**config.mk**
```make
export PLATFORM = sky130hd
export DESIGN_NAME = fir_cfg_ctrl
export DESIGN_NICKNAME = d
export VERILOG_FILES = /design/src/rtl/fir_cfg_ctrl.sv
export SDC_FILE = /design/constraint.sdc
export NUM_CORES = 1
export LEC_CHECK = 0
export ABC_AREA = 1
export CAP_MARGIN = 10
export CORE_MARGIN = 8
export CORE_UTILIZATION = 42
export CTS_BUF_LIST = sky130_fd_sc_hd__clkbuf_8 sky130_fd_sc_hd__clkbuf_16
export CTS_CLUSTER_SIZE = 40
export DETAILED_ROUTE_END_ITERATION = 12
export GPL_TIMING_DRIVEN = 0
export PLACE_DENSITY = 0.63
export SLEW_MARGIN = 20
export SYNTH_ARGS = -nofsm -noshare
export SYNTH_HDL_FRONTEND = slang
export SYNTH_SLANG_ARGS = --single-unit
```
**constraint.sdc**
```tcl
create_clock -name CLK -period 4.3 [get_ports CLK]
set_input_delay 0.86 -clock CLK [delete_from_list [all_inputs] [get_ports CLK]]
set_output_delay 0.86 -clock CLK [all_outputs]
set_load 0.03 [all_outputs]
```
**src/rtl/fir_cfg_ctrl.sv**
```systemverilog
// fir_cfg_ctrl: run-time coefficient controller wrapped around an external FIR filter.
//
// Samples pass from VIN/DIN to FIR_VIN/FIR_DIN through one register stage while in RUN.
// Coefficients are staged in a shadow bank through CFG_WE/CFG_ADDR/CFG_DATA. A
// CFG_COMMIT request drains the filter, copies the shadow bank to H0..H10 in a single
// SWAP cycle, pushes NTAPS-1 zero samples through the filter (FLUSH) and hides the
// first NTAPS-1 filter outputs after the swap, so no output mixes old and new
// coefficients.
//
// Ports
//   CLK, RST_n          clock (rising edge) and asynchronous active-low reset
//   VIN, DIN, RDY       upstream sample handshake; a sample is taken when VIN & RDY
//   CFG_WE/ADDR/DATA    shadow coefficient write port (ADDR 0..NTAPS-1)
//   CFG_COMMIT          apply the shadow bank (honoured only in RUN)
//   H0..H10             active coefficients to the filter
//   FIR_VIN, FIR_DIN    filter input
//   FIR_VOUT, FIR_DOUT  filter output
//   VOUT, DOUT          downstream output, VOUT masked during the post-swap window
//   CFG_BUSY            high whenever not in RUN
//   CFG_ERR             sticky: bad shadow address or in-flight counter over/underflow
//
// H0..H10 are fixed ports, so NTAPS is expected to stay at 11.
module fir_cfg_ctrl #(
  parameter int unsigned NTAPS = 11,
  parameter int unsigned CNT_W = 5
) (
  input  logic       CLK,
  input  logic       RST_n,
  input  logic       VIN,
  input  logic [8:0] DIN,
  output logic       RDY,
  input  logic       CFG_WE,
  input  logic [3:0] CFG_ADDR,
  input  logic [8:0] CFG_DATA,
  input  logic       CFG_COMMIT,
  output logic [8:0] H0,
  output logic [8:0] H1,
  output logic [8:0] H2,
  output logic [8:0] H3,
  output logic [8:0] H4,
  output logic [8:0] H5,
  output logic [8:0] H6,
  output logic [8:0] H7,
  output logic [8:0] H8,
  output logic [8:0] H9,
  output logic [8:0] H10,
  output logic       FIR_VIN,
  output logic [8:0] FIR_DIN,
  input  logic       FIR_VOUT,
  input  logic [8:0] FIR_DOUT,
  output logic       VOUT,
  output logic [8:0] DOUT,
  output logic       CFG_BUSY,
  output logic       CFG_ERR
);

  localparam int unsigned MW = $clog2(NTAPS);
  localparam logic [MW-1:0] LastIdx = MW'(NTAPS - 2);   // last flush cycle / 10th mask pulse
  localparam logic [MW-1:0] MaskDone = MW'(NTAPS - 1);  // all masked pulses seen
  localparam logic [3:0] AddrLim = 4'(NTAPS);

  typedef enum logic [2:0] {StRun, StDrain, StSwap, StFlush, StMask} state_e;

  state_e           r_state, w_state_nxt;
  logic             r_fir_vin, w_fir_vin_nxt;
  logic [8:0]       r_fir_din, w_fir_din_nxt;
  logic [CNT_W-1:0] r_cnt, w_cnt_nxt;
  logic [MW-1:0]    r_flush_cnt, w_flush_cnt_nxt;
  logic [MW-1:0]    r_mask_cnt, w_mask_cnt_nxt;
  logic [8:0]       r_shadow [NTAPS];
  logic [8:0]       r_h [NTAPS];
  logic             r_err;

  logic w_accept, w_addr_ok, w_cnt_err, w_in_window, w_mask_hit;

  assign RDY       = (r_state == StRun);
  assign CFG_BUSY  = ~RDY;
  assign w_accept  = VIN & RDY;
  assign w_addr_ok = (CFG_ADDR < AddrLim);

  // The suppression window closes once NTAPS-1 post-swap pulses have been swallowed.
  assign w_in_window = ((r_state == StFlush) || (r_state == StMask)) &&
                       (r_mask_cnt != MaskDone);
  assign w_mask_hit  = w_in_window & FIR_VOUT;

  assign VOUT    = FIR_VOUT & ~w_in_window;
  assign DOUT    = FIR_DOUT;
  assign FIR_VIN = r_fir_vin;
  assign FIR_DIN = r_fir_din;
  assign CFG_ERR = r_err;

  assign H0  = r_h[0];
  assign H1  = r_h[1];
  assign H2  = r_h[2];
  assign H3  = r_h[3];
  assign H4  = r_h[4];
  assign H5  = r_h[5];
  assign H6  = r_h[6];
  assign H7  = r_h[7];
  assign H8  = r_h[8];
  assign H9  = r_h[9];
  assign H10 = r_h[10];

  // In-flight counter: samples sent to the filter minus samples returned.
  always_comb begin
    w_cnt_nxt = r_cnt;
    w_cnt_err = 1'b0;
    case ({r_fir_vin, FIR_VOUT})
      2'b10: begin
        if (&r_cnt) w_cnt_err = 1'b1;
        else        w_cnt_nxt = r_cnt + 1'b1;
      end
      2'b01: begin
        if (r_cnt == '0) w_cnt_err = 1'b1;
        else             w_cnt_nxt = r_cnt - 1'b1;
      end
      default: w_cnt_nxt = r_cnt;
    endcase
  end

  always_comb begin
    w_state_nxt     = r_state;
    w_fir_vin_nxt   = 1'b0;
    w_fir_din_nxt   = '0;
    w_flush_cnt_nxt = r_flush_cnt;
    w_mask_cnt_nxt  = w_mask_hit ? r_mask_cnt + 1'b1 : r_mask_cnt;
    unique case (r_state)
      StRun: begin
        // A sample taken in the commit cycle is still forwarded; DRAIN waits for it.
        w_fir_vin_nxt = w_accept;
        w_fir_din_nxt = w_accept ? DIN : '0;
        if (CFG_COMMIT) w_state_nxt = StDrain;
      end
      StDrain: begin
        if ((r_cnt == '0) && !r_fir_vin) w_state_nxt = StSwap;
      end
      StSwap: begin
        w_state_nxt     = StFlush;
        w_fir_vin_nxt   = 1'b1;
        w_flush_cnt_nxt = '0;
        w_mask_cnt_nxt  = '0;
      end
      StFlush: begin
        if (r_flush_cnt == LastIdx) begin
          w_state_nxt = StMask;
        end else begin
          w_fir_vin_nxt   = 1'b1;
          w_flush_cnt_nxt = r_flush_cnt + 1'b1;
        end
      end
      StMask: begin
        if ((r_mask_cnt == MaskDone) || (w_mask_hit && (r_mask_cnt == LastIdx))) begin
          w_state_nxt = StRun;
        end
      end
      default: w_state_nxt = StRun;
    endcase
  end

  always_ff @(posedge CLK or negedge RST_n) begin
    if (!RST_n) begin
      r_state     <= StRun;
      r_fir_vin   <= 1'b0;
      r_fir_din   <= '0;
      r_cnt       <= '0;
      r_flush_cnt <= '0;
      r_mask_cnt  <= '0;
      r_err       <= 1'b0;
    end else begin
      r_state     <= w_state_nxt;
      r_fir_vin   <= w_fir_vin_nxt;
      r_fir_din   <= w_fir_din_nxt;
      r_cnt       <= w_cnt_nxt;
      r_flush_cnt <= w_flush_cnt_nxt;
      r_mask_cnt  <= w_mask_cnt_nxt;
      if ((CFG_WE && !w_addr_ok) || w_cnt_err) r_err <= 1'b1;
    end
  end

  // Shadow and active banks. In SWAP the active bank samples the shadow values held
  // at the start of the cycle, so a same-cycle shadow write lands only in the shadow.
  always_ff @(posedge CLK or negedge RST_n) begin
    if (!RST_n) begin
      for (int i = 0; i < int'(NTAPS); i++) begin
        r_shadow[i] <= '0;
        r_h[i]      <= '0;
      end
    end else begin
      if (CFG_WE && w_addr_ok) r_shadow[CFG_ADDR] <= CFG_DATA;
      if (r_state == StSwap) begin
        for (int i = 0; i < int'(NTAPS); i++) r_h[i] <= r_shadow[i];
      end
    end
  end

endmodule

```
==> qor.csv <==
stage;metric;value;unit
critical_path;rr_worst_depth;8;
critical_path;rr_endpoint;r_cnt[4];
layout;diodes;0;
flow_run;drv_cap;0;
layout;largest_register;r_shadow;
critical_path;cp.arrival;2.29;ns
cts;root_buffer;sky130_fd_sc_hd__clkbuf_16;
layout;largest_reg_flops;99;
critical_path;worst-setup-path-type;input port to output port;
routing;first_pass_iters;4;
floorplanning;die_x;164;µm
run_status;outcome;complete, no violations;
pwr;seq_power_share;38.0;%
routing;top_layer;met5;
cts;clock_sink_count;225;
critical_path;worstReg2RegStart;FIR_VIN;
global_route;globalRoute.totalOverflow;0;
synthesis;synthesis.area_per_instance;9.48;µm²
global_route;grt_max_degree;94;
pwr;fraction_of_power_consumed_by_combinational_cells;37.8;%
cts;clk_transition_reported_paths;0.06;ns
critical_path;critPathTopFamily;buffers and inverters;
pwr;p_sw;3.13;mW
timing;rsz_0062_raised_after_global_routing;no;
floorplanning;floorplan.initialDensity;42.3;%
critical_path;reg2reg_slack;2.61;ns
synthesis;synth_fp_nets;1013;
layout;nets;1191;
timing;timing.hold.ws;0.251;ns
routing;first_iter_violations;402;
pwr;ir_drop;0.412;mV
critical_path;path_max_fanout;4;
timing;total_setup_violations_reported_at_the_end_of_the_flow;0;
pwr;power_switching_share;38.0;%
timing;timing_hold_violations_final;0;
layout;post_route_cells_drive_above_1_share;12.6;%
cts;cts-buffers-inserted;25;
critical_path;worst_path_max_delay_cell;sky130_fd_sc_hd__clkdlybuf4s50_1;
placed_design;detailed_place_hpwl;15400;µm
global_route;grt_antenna_before_repair;3;
global_route;vias_in_the_first_global_route;6708;
global_route;grt.total_usage;17.2;%
placed_design;place_worst_setup_slack;1.14;ns
synthesis;syn_inst;965;
floorplanning;placementRows;54;
routing;remaining_drc_errors;0;
placed_design;portBuffers;149;
cts;hold_bufs_at_cts;0;
global_route;grt_first_pass_wirelength;36700;µm
routing;wl_per_cell;16.0;µm
critical_path;cp_cell_sequence;clkdlybuf4s50_1, inv_1, a21oi_1, clkdlybuf4s50_1;
placed_design;gp_congestion;0.778;
routing;vias;6750;
hold_path;hold_class;input port to async pin;
cts;post_cts_resized;0;
cts;clock_insertion_delay_at_the_later_pin_of_the_skew_report;0.51;ns
cts;clockBufferDepth;3;
timing;worst_clock_skew;0.0110;ns
critical_path;setup.worst_path.start_class;input port;
floorplanning;fp.coreArea;21600;µm²
pwr;clkPwrFrac;24.2;%
synthesis;postSynthRegisterBits;225;
pwr;power_density;697;nW/µm²
timing;max_slew.worst_pin.slew;1.13;ns
critical_path;cp.required;3.44;ns
routing;antenna_violating_nets_post_route;0;
synthesis;sequential_area_share_after_synthesis;61.5;%
timing;min_period;3.15;ns
synthesis;yosys_warnings;0;
cts;postCtsSetupBuffers;0;
pwr;power_leakage;6.05;nW
timing;timing.final.ws_setup;1.15;ns
critical_path;max_stage_delay;0.69;ns
critical_path;cp-end-kind;output port;
timing;period_share;73.3;%
floorplanning;floorplan.die.height;164;µm
routing;routed-wl-met3;1340;µm
routing;viasPerCell;4.69;
floorplanning;boundaryPins;159;
routing;met2_length;10900;µm
routing;routed_wl;23000;µm
timing;maxClockFrequency;0.317;GHz
critical_path;cp_common_cell;sky130_fd_sc_hd__clkdlybuf4s50_1;
layout;syn2layout_area_growth;29.2;%
critical_path;cp_bufs_invs;3;
synthesis;synth_area;9150;µm²
floorplanning;fp.dieArea;26800;µm²
cts;clock_h_tree_levels;1;
pwr;power.internal;5.11;mW
synthesis;synth_cell_type_count;27;
cts;cts_tree;built;
timing;final-max-slew-violation-count;0;
timing;max-slew-margin-rel;24.8;%
routing;m1WireLength;10300;µm
==> area by class of cell <==
type	count	area (µm²)
fill	1991	9790
buffer	52	354
tap	280	350
clock inverter	13	92.6
timing repair buffer	151	1550
clock buffer	29	681
inverter	48	180
sequential	225	5630
multi-input combinational	640	2990
==> power by group through the flow <==
stage | combinational (mW) | sequential [mW] | clock [mW]
6_report | 3.12 | 3.13 | 2.00
2_1_floorplan | 1.25 | 3.77 | 0
4_1_cts | 3.17 | 3.13 | 2.05
3_3_place_gp | 3.11 | 3.15 | 0
3_5_place_dp | 3.16 | 3.15 | 0
5_1_grt | 3.43 | 3.21 | 2.13
==> per-stage QoR <==
stage          cell area, µm²  setup TNS, ns  utilization, %  cells  power [mW]
2_1_floorplan            9150              0               -    965        5.02
3_3_place_gp            11000       -1658.64            50.8   1394        6.27
3_5_place_dp            11100              0            51.1   1396        6.32
4_1_cts                 11800              0            54.7   1438        8.35
5_1_grt                 11800              0            54.7   1438        8.77
6_report                11800              0            54.7   1438        8.24
==> cells in the mapped netlist <==
library cell	number	area, µm²
sky130_fd_sc_hd__inv_2	3	11.3
sky130_fd_sc_hd__inv_1	45	169
sky130_fd_sc_hd__ha_1	10	125
sky130_fd_sc_hd__xor2_1	3	26.3
sky130_fd_sc_hd__buf_4	19	143
sky130_fd_sc_hd__fa_1	1	20.0
sky130_fd_sc_hd__nand2_4	9	101
sky130_fd_sc_hd__o21ai_1	38	190
sky130_fd_sc_hd__nand3b_1	1	7.51
sky130_fd_sc_hd__nand2_1	440	1650
sky130_fd_sc_hd__nor2_1	25	93.8
sky130_fd_sc_hd__nand3_1	18	90.1
sky130_fd_sc_hd__buf_6	10	113
sky130_fd_sc_hd__nand2_2	4	25.0
sky130_fd_sc_hd__clkbuf_1	14	52.6
sky130_fd_sc_hd__nor2_2	4	25.0
sky130_fd_sc_hd__or2_4	1	8.76
sky130_fd_sc_hd__nand4_1	5	31.3
sky130_fd_sc_hd__nor3_1	2	10.0
sky130_fd_sc_hd__a21oi_1	5	25.0
sky130_fd_sc_hd__nor3b_1	1	7.51
sky130_fd_sc_hd__dfrtp_1	225	5630
sky130_fd_sc_hd__xnor2_1	3	26.3
sky130_fd_sc_hd__a21oi_2	1	8.76
sky130_fd_sc_hd__o21ai_2	45	394
sky130_fd_sc_hd__o21ai_0	24	120
sky130_fd_sc_hd__buf_2	9	45.0
==> worst max path at each step <==
| stage | from | endpoint | cells after the start |
|---|---|---|---|
| finish | FIR_VOUT | VOUT | 4 |
| global route | FIR_VOUT | VOUT | 4 |
| CTS | FIR_VOUT | VOUT | 4 |
| detailed placement | FIR_VOUT | VOUT | 4 |
| global placement | RST_n | H0[7] | 1 |
| floorplan | r_state[0] | CFG_BUSY | 4 |
==> cell usage in the layout (no fill, tap or decap), drive strengths merged, types with 4 or more instances in the layout <==
cell type / count
a21oi: 6
buf: 41
clkbuf: 43
clkdlybuf4s50: 148
clkinv: 4
dfrtp: 225
ha: 10
inv: 54
nand2: 453
nand3: 18
nand4: 5
nor2: 29
o21ai: 107
==> cell families (layout without fill, tap and decap cells) <==
family                   Yosys count  after routing  synth area share (%)
buffers and inverters            100            293                  5.82
AO/OA/AOI/OAI                    113            113                  8.07
AND/OR/NAND/NOR                  510            510                  22.4
flip-flops                       225            225                  61.5
adder cells (fa/ha/maj)           11             11                  1.59
XOR/XNOR                           6              6                 0.574
==> per-layer routing <==
| layer | vias up | global-route usage [%] |
|---|---|---|
| li1 | 3356 | - |
| met4 | 6 | 3.47 |
| met1 | 3194 | 23.6 |
| met3 | 36 | 3.20 |
| met5 | - | 0 |
| met2 | 158 | 28.2 |
(Power assumes the default switching activity.)
==> variant 1, RTL diff (same settings) <==
The parameter `CNT_W` goes from 5 to 10.
--- a/src/rtl/fir_cfg_ctrl.sv
+++ b/src/rtl/fir_cfg_ctrl.sv
@@ -24,3 +24,3 @@
   parameter int unsigned NTAPS = 11,
-  parameter int unsigned CNT_W = 5
+  parameter int unsigned CNT_W = 10
 ) (
Function: no difference found for any inputs over 4 cycles, from zero or initial values and one cycle with RST_n low; that may be too few to reach the edited logic, so the function may still have changed.
==> variant 1 against the original RTL <==
Wire length up 6.6%; critical path type unchanged; setup slack worse by 0.031 ns; synthesized cell count up 9.2%; highest routed layer unchanged; total power up 19%; design area up 4.6%; synthesized area up 4.1%; non-clock buffer count up 2; sequential cell count up 5.
==> variant 1: results (changes against the original RTL) <==
- Status: finished clean
- Placed Area: 11,400 µm² (+3.3%)
- Largest registers: r_shadow: 99 flops, r_cnt: 10 flops
- Clock buffer depth: 3 (unchanged)
- Top delay family on crit path: buffers and inverters
- H-tree levels: 1 (unchanged)
- Synth Instances: 1,054 (+9.2%)
- First-pass DRT Iterations: 4 (unchanged)
- Largest net degree at the start of global routing: 87 (-7.4%)
- Warnings, synthesis: 0 (unchanged)
- Buffer count from post-CTS setup fixing: 0 (unchanged)
- Register-to-Register Path Depth: 13 (+5)
- Final hold vios: 0 (unchanged)
- Slowest cell on the critical path: clkdlybuf4s50_1
- DP HPWL: 16,600 µm (+7.7%)
- PostCTS Resize Cnt: 0 (unchanged)
- Crit Path Max Fanout: 6 (+2)
- Setup slack, reg-to-reg: 2.20 ns (-0.41 ns)
- Largest cells by area after synthesis: dfrtp_1, nand2_1, o21ai_1, inv_1, nor2_1
- Sequential area share after synthesis: 60.4% (-1.1 points)
- Non-filler cells in the finished layout: 1,536 (+6.8%)
- Net Sw Power: 3.91 mW (+25%)
- Clk Latency, worst-skew pair: about 0.52 ns
- Min Hold Slack: 0.366 ns (+0.115 ns)
- GRT Util Overall: 17.7% (+0.48 points)
- Top_reg_cell synth: dfrtp_1
- Worst-Margin Slew: 0.925 ns (-0.203 ns)
- Drt initial violations: 487 (+21%)
- Port Buffers: 147 (-1.3%)
- Nets: 1,278 (+7.3%)
- ANT cells: 0 (unchanged)
- CTS root buf: clkbuf_16
- Worst R2R End: r_cnt[8]$_DFFE_PN0P_
- Residual DRC: 0 (unchanged)
- GP Congestion: 0.859 (+10%)
- Worst Hold Class: input pin to async pin
- Critical Path RT: 3.44 ns (about the same)
- Setup Skew: 0.0127 ns (+0.00170 ns)
- Via count: 7,445 (+10%)
- Top post-synthesis cells by count: nand2_1, dfrtp_1, o21ai_1, inv_1, nor2_1
- Synth unique cells: 36 (+33%)
- Drt wl/cell: 15.9 µm (-0.22%)
- CP max stage delay: 0.67 ns (-0.02 ns)
- Vias in the first global route: 7,646 (+14%)
- CTS clk-pin slew, worst paths: 0.06 ns (about the same)
- Share of cells above drive strength 1: 9.19% (-3.4 points)
- Peak supply drop: 0.000441 V (+7.0%)
- Initial antenna violation count: 1 (-2)
- Total CTS buffers: 26 (+4.0%)
- Leak: 6.24 nW (+3.1%)
- RR Startpoint: FIR_VIN$_DFF_PN0_
- First-pass GRT wire length: 40,500 µm (+10%)
- Synth async-reset ratio: 100% (unchanged)
==> variant 1: power groups by stage <==
stage	combinational, mW	sequential [mW]	clock [mW]
global route	4.38	3.53	2.55
detailed placement	4.04	3.45	0
CTS	4.05	3.44	2.45
global placement	3.98	3.46	0
floorplan	1.55	4.27	0
finish	3.98	3.43	2.41
==> variant 1: per-layer routing <==
layer  share of wire (%)  up-vias  track usage [%]
met2                  47      161             29.0
met5               0.041        -                0
met4                 2.0        2             4.47
met3                 5.5       39             4.16
li1                    -     3654                -
met1                  46     3589             23.5
==> variant 1: logic make-up (layout without fill, tap and decap cells) <==
kind of cell             count (synthesis)  in the layout  synth area share (%)
AO/OA/AOI/OAI                          126            126                  7.26
XOR/XNOR                                 6              6                 0.551
adder cells (fa/ha/maj)                 10             10                  1.31
buffers and inverters                  116            313                  5.84
flip-flops                             230            230                  60.4
AND/OR/NAND/NOR                        566            566                  24.6
==> variant 1: worst max-delay path by stage <==
stage | endpoint | slack, ns | startpoint
floorplan | r_cnt[6]$_DFFE_PN0P_ | 2.16 | FIR_VOUT
global placement | H10[5]$_DFFE_PN0P_ | -7.61 | RST_n
detailed placement | VOUT | 1.12 | FIR_VOUT
CTS | VOUT | 1.11 | FIR_VOUT
global route | VOUT | 1.03 | FIR_VOUT
finish | VOUT | 1.12 | FIR_VOUT
==> variant 1: layout make-up <==
class	count	area, µm²
repair buffers	149	1530
flip-flops and latches	230	5760
fillers	2103	10100
well taps	285	357
clock buffers	31	731
multi-input cells	708	3220
plain buffers	56	332
inverters	60	225
clock inverters	17	219
==> variant 2, RTL diff (same settings) <==
Without the edit above. Add an input register stage for `CFG_DATA`; this delays it by one clock. The other inputs are not delayed to match.
--- a/src/rtl/fir_cfg_ctrl.sv
+++ b/src/rtl/fir_cfg_ctrl.sv
@@ -63,2 +63,8 @@
 
+  logic [8:0] CFG_DATA_q;
+
+  always_ff @(posedge CLK) begin
+    CFG_DATA_q <= CFG_DATA;
+  end
+
   state_e           r_state, w_state_nxt;
@@ -188,3 +194,3 @@
     end else begin
-      if (CFG_WE && w_addr_ok) r_shadow[CFG_ADDR] <= CFG_DATA;
+      if (CFG_WE && w_addr_ok) r_shadow[CFG_ADDR] <= CFG_DATA_q;
       if (r_state == StSwap) begin
Check against the original RTL: not equivalent (Yosys sat finds a counterexample within 4 cycles, from zero or initial values and one cycle with RST_n low).
==> variant 2 against the original RTL <==
Total power rose by 5.0%; global-route usage fell by 0.32 points; final cell count rose by 1.1%; critical path type unchanged; design area rose by 3.8%; sequential cell count rose by 9; clock power rose by 14%; hold slack improved by 0.012 ns; wire length rose by 1.3%; sequential share of layout area fell by 0.26 points; largest cell class unchanged; synthesized cell count rose by 0.83%; core utilization barely moved; via count rose by 0.92%; synthesized area rose by 3.6%; setup slack got worse by 0.076 ns.
==> variant 2: results (changes against the original RTL) <==
- Status: finished clean
- CTS root buf: clkbuf_16
- Via-per-instance ratio: 4.69 (-0.19%)
- H-tree levels: 1 (unchanged)
- Nets: 1,199 (+0.67%)
- Total power: 8.66 mW (+5.0%)
- Placed Area: 11,400 µm² (+3.0%)
- Largest net degree at the start of global routing: 87 (-7.4%)
- Fraction of the mapped netlist area in compound gates: 9.24% (+1.2 points)
- CTS clk-pin slew, worst paths: 0.06 ns (about the same)
- Drt initial violations: 445 (+11%)
- Placed Cells: 1,409 (+0.93%)
- Worst R2R End: r_cnt[3]$_DFFE_PN0P_
- Slew Limit Fails: 0 (unchanged)
- Buffer count from post-CTS setup fixing: 0 (unchanged)
- Warnings, synthesis: 0 (unchanged)
- Largest cells by area after synthesis: dfrtp_1, nand2_1, o21ai_2, dfxtp_1, inv_1
- Setup Skew: 0.0179 ns (+0.00690 ns)
- Share of cells above drive strength 1: 15.7% (+3.1 points)
- Setup slack, reg-to-reg: 2.60 ns (about the same)
- Xor and xnor area share after synthesis: 0.647% (+0.072 points)
- Slew margin rel.: 23.4% (-1.4 points)
- Sequential area share after synthesis: 61.3% (-0.25 points)
- CP arrival: 2.37 ns (+0.08 ns)
- GP Congestion: 0.829 (+6.6%)
- DP HPWL: 15,700 µm (+1.4%)
- Vias in the first global route: 6,940 (+3.5%)
- Post-synthesis adder-cell area fraction: 1.53% (-0.055 points)
- Final Critical Period: 3.23 ns (+0.0761 ns)
- Syn Area/Cell: 9.75 µm² (+2.8%)
- RR Startpoint: FIR_VIN$_DFF_PN0_
- GRT Util Overall: 16.9% (-0.32 points)
- Fillers: 2,026 (+1.8%)
- Peak supply drop: 0.000456 V (+11%)
- Mapped Nets: 1,021 (+0.79%)
- Via count: 6,812 (+0.92%)
- CP max stage delay: roughly 0.7 ns
- Top post-synthesis cells by count: nand2_1, dfrtp_1, o21ai_2, inv_1, nor2_1
- Initial antenna violation count: 3 (unchanged)
- Pre-CTS worst setup slack: 1.08 ns (-0.0560 ns)
- Worst Hold Class: input pin to async pin
- Min Hold Slack: 0.263 ns (+0.0125 ns)
- Synth async-reset ratio: 96.2% (-3.8 points)
- Drt wl/cell: 16.0 µm (+0.19%)
- First-pass GRT wire length: 38,000 µm (+3.4%)
- Leak: 6.24 nW (+3.2%)
- Synth unique cells: 29 (+7.4%)
- Register-to-Register Path Depth: 8 (unchanged)
- ANT cells: 0 (unchanged)
- Fin util: 54.7% (about the same)
- Post-synthesis mux area share: 0% (unchanged)
-- variant 2: changes by cell type in the layout (fill, tap and decap cells not counted), moves of 4 or more --
cell | before | now
nor2_1 | 25 | 29
buf_6 | 10 | 5
o21ai_1 | 38 | 0
buf_4 | 19 | 13
inv_1 | 50 | 46
o21ai_2 | 45 | 81
buf_2 | 9 | 14
dfxtp_1 | 0 | 9
buf_8 | 1 | 6
-- variant 2: area by class of cell --
type,count,area share [%]
clock buffers,31,5.77
inverters,46,1.41
well taps,285,2.91
repair buffers,151,12.6
multi-input cells,641,25.5
plain buffers,52,3.04
clock inverters,14,1.43
flip-flops and latches,234,47.3
-- variant 2: report_power, final --
group          switching, mW  internal [mW]
clock                  0.877           1.40
sequential             0.388           2.83
combinational           1.96           1.20
total                   3.22           5.44
-- variant 2: routing by layer --
metal	vias to the layer above	track usage (%)	share of wire [%]
li1	3398	-	-
met1	3216	23.0	46
met2	158	27.0	46
met3	34	4.73	6.1
met4	6	2.94	1.3
met5	-	0	0.16
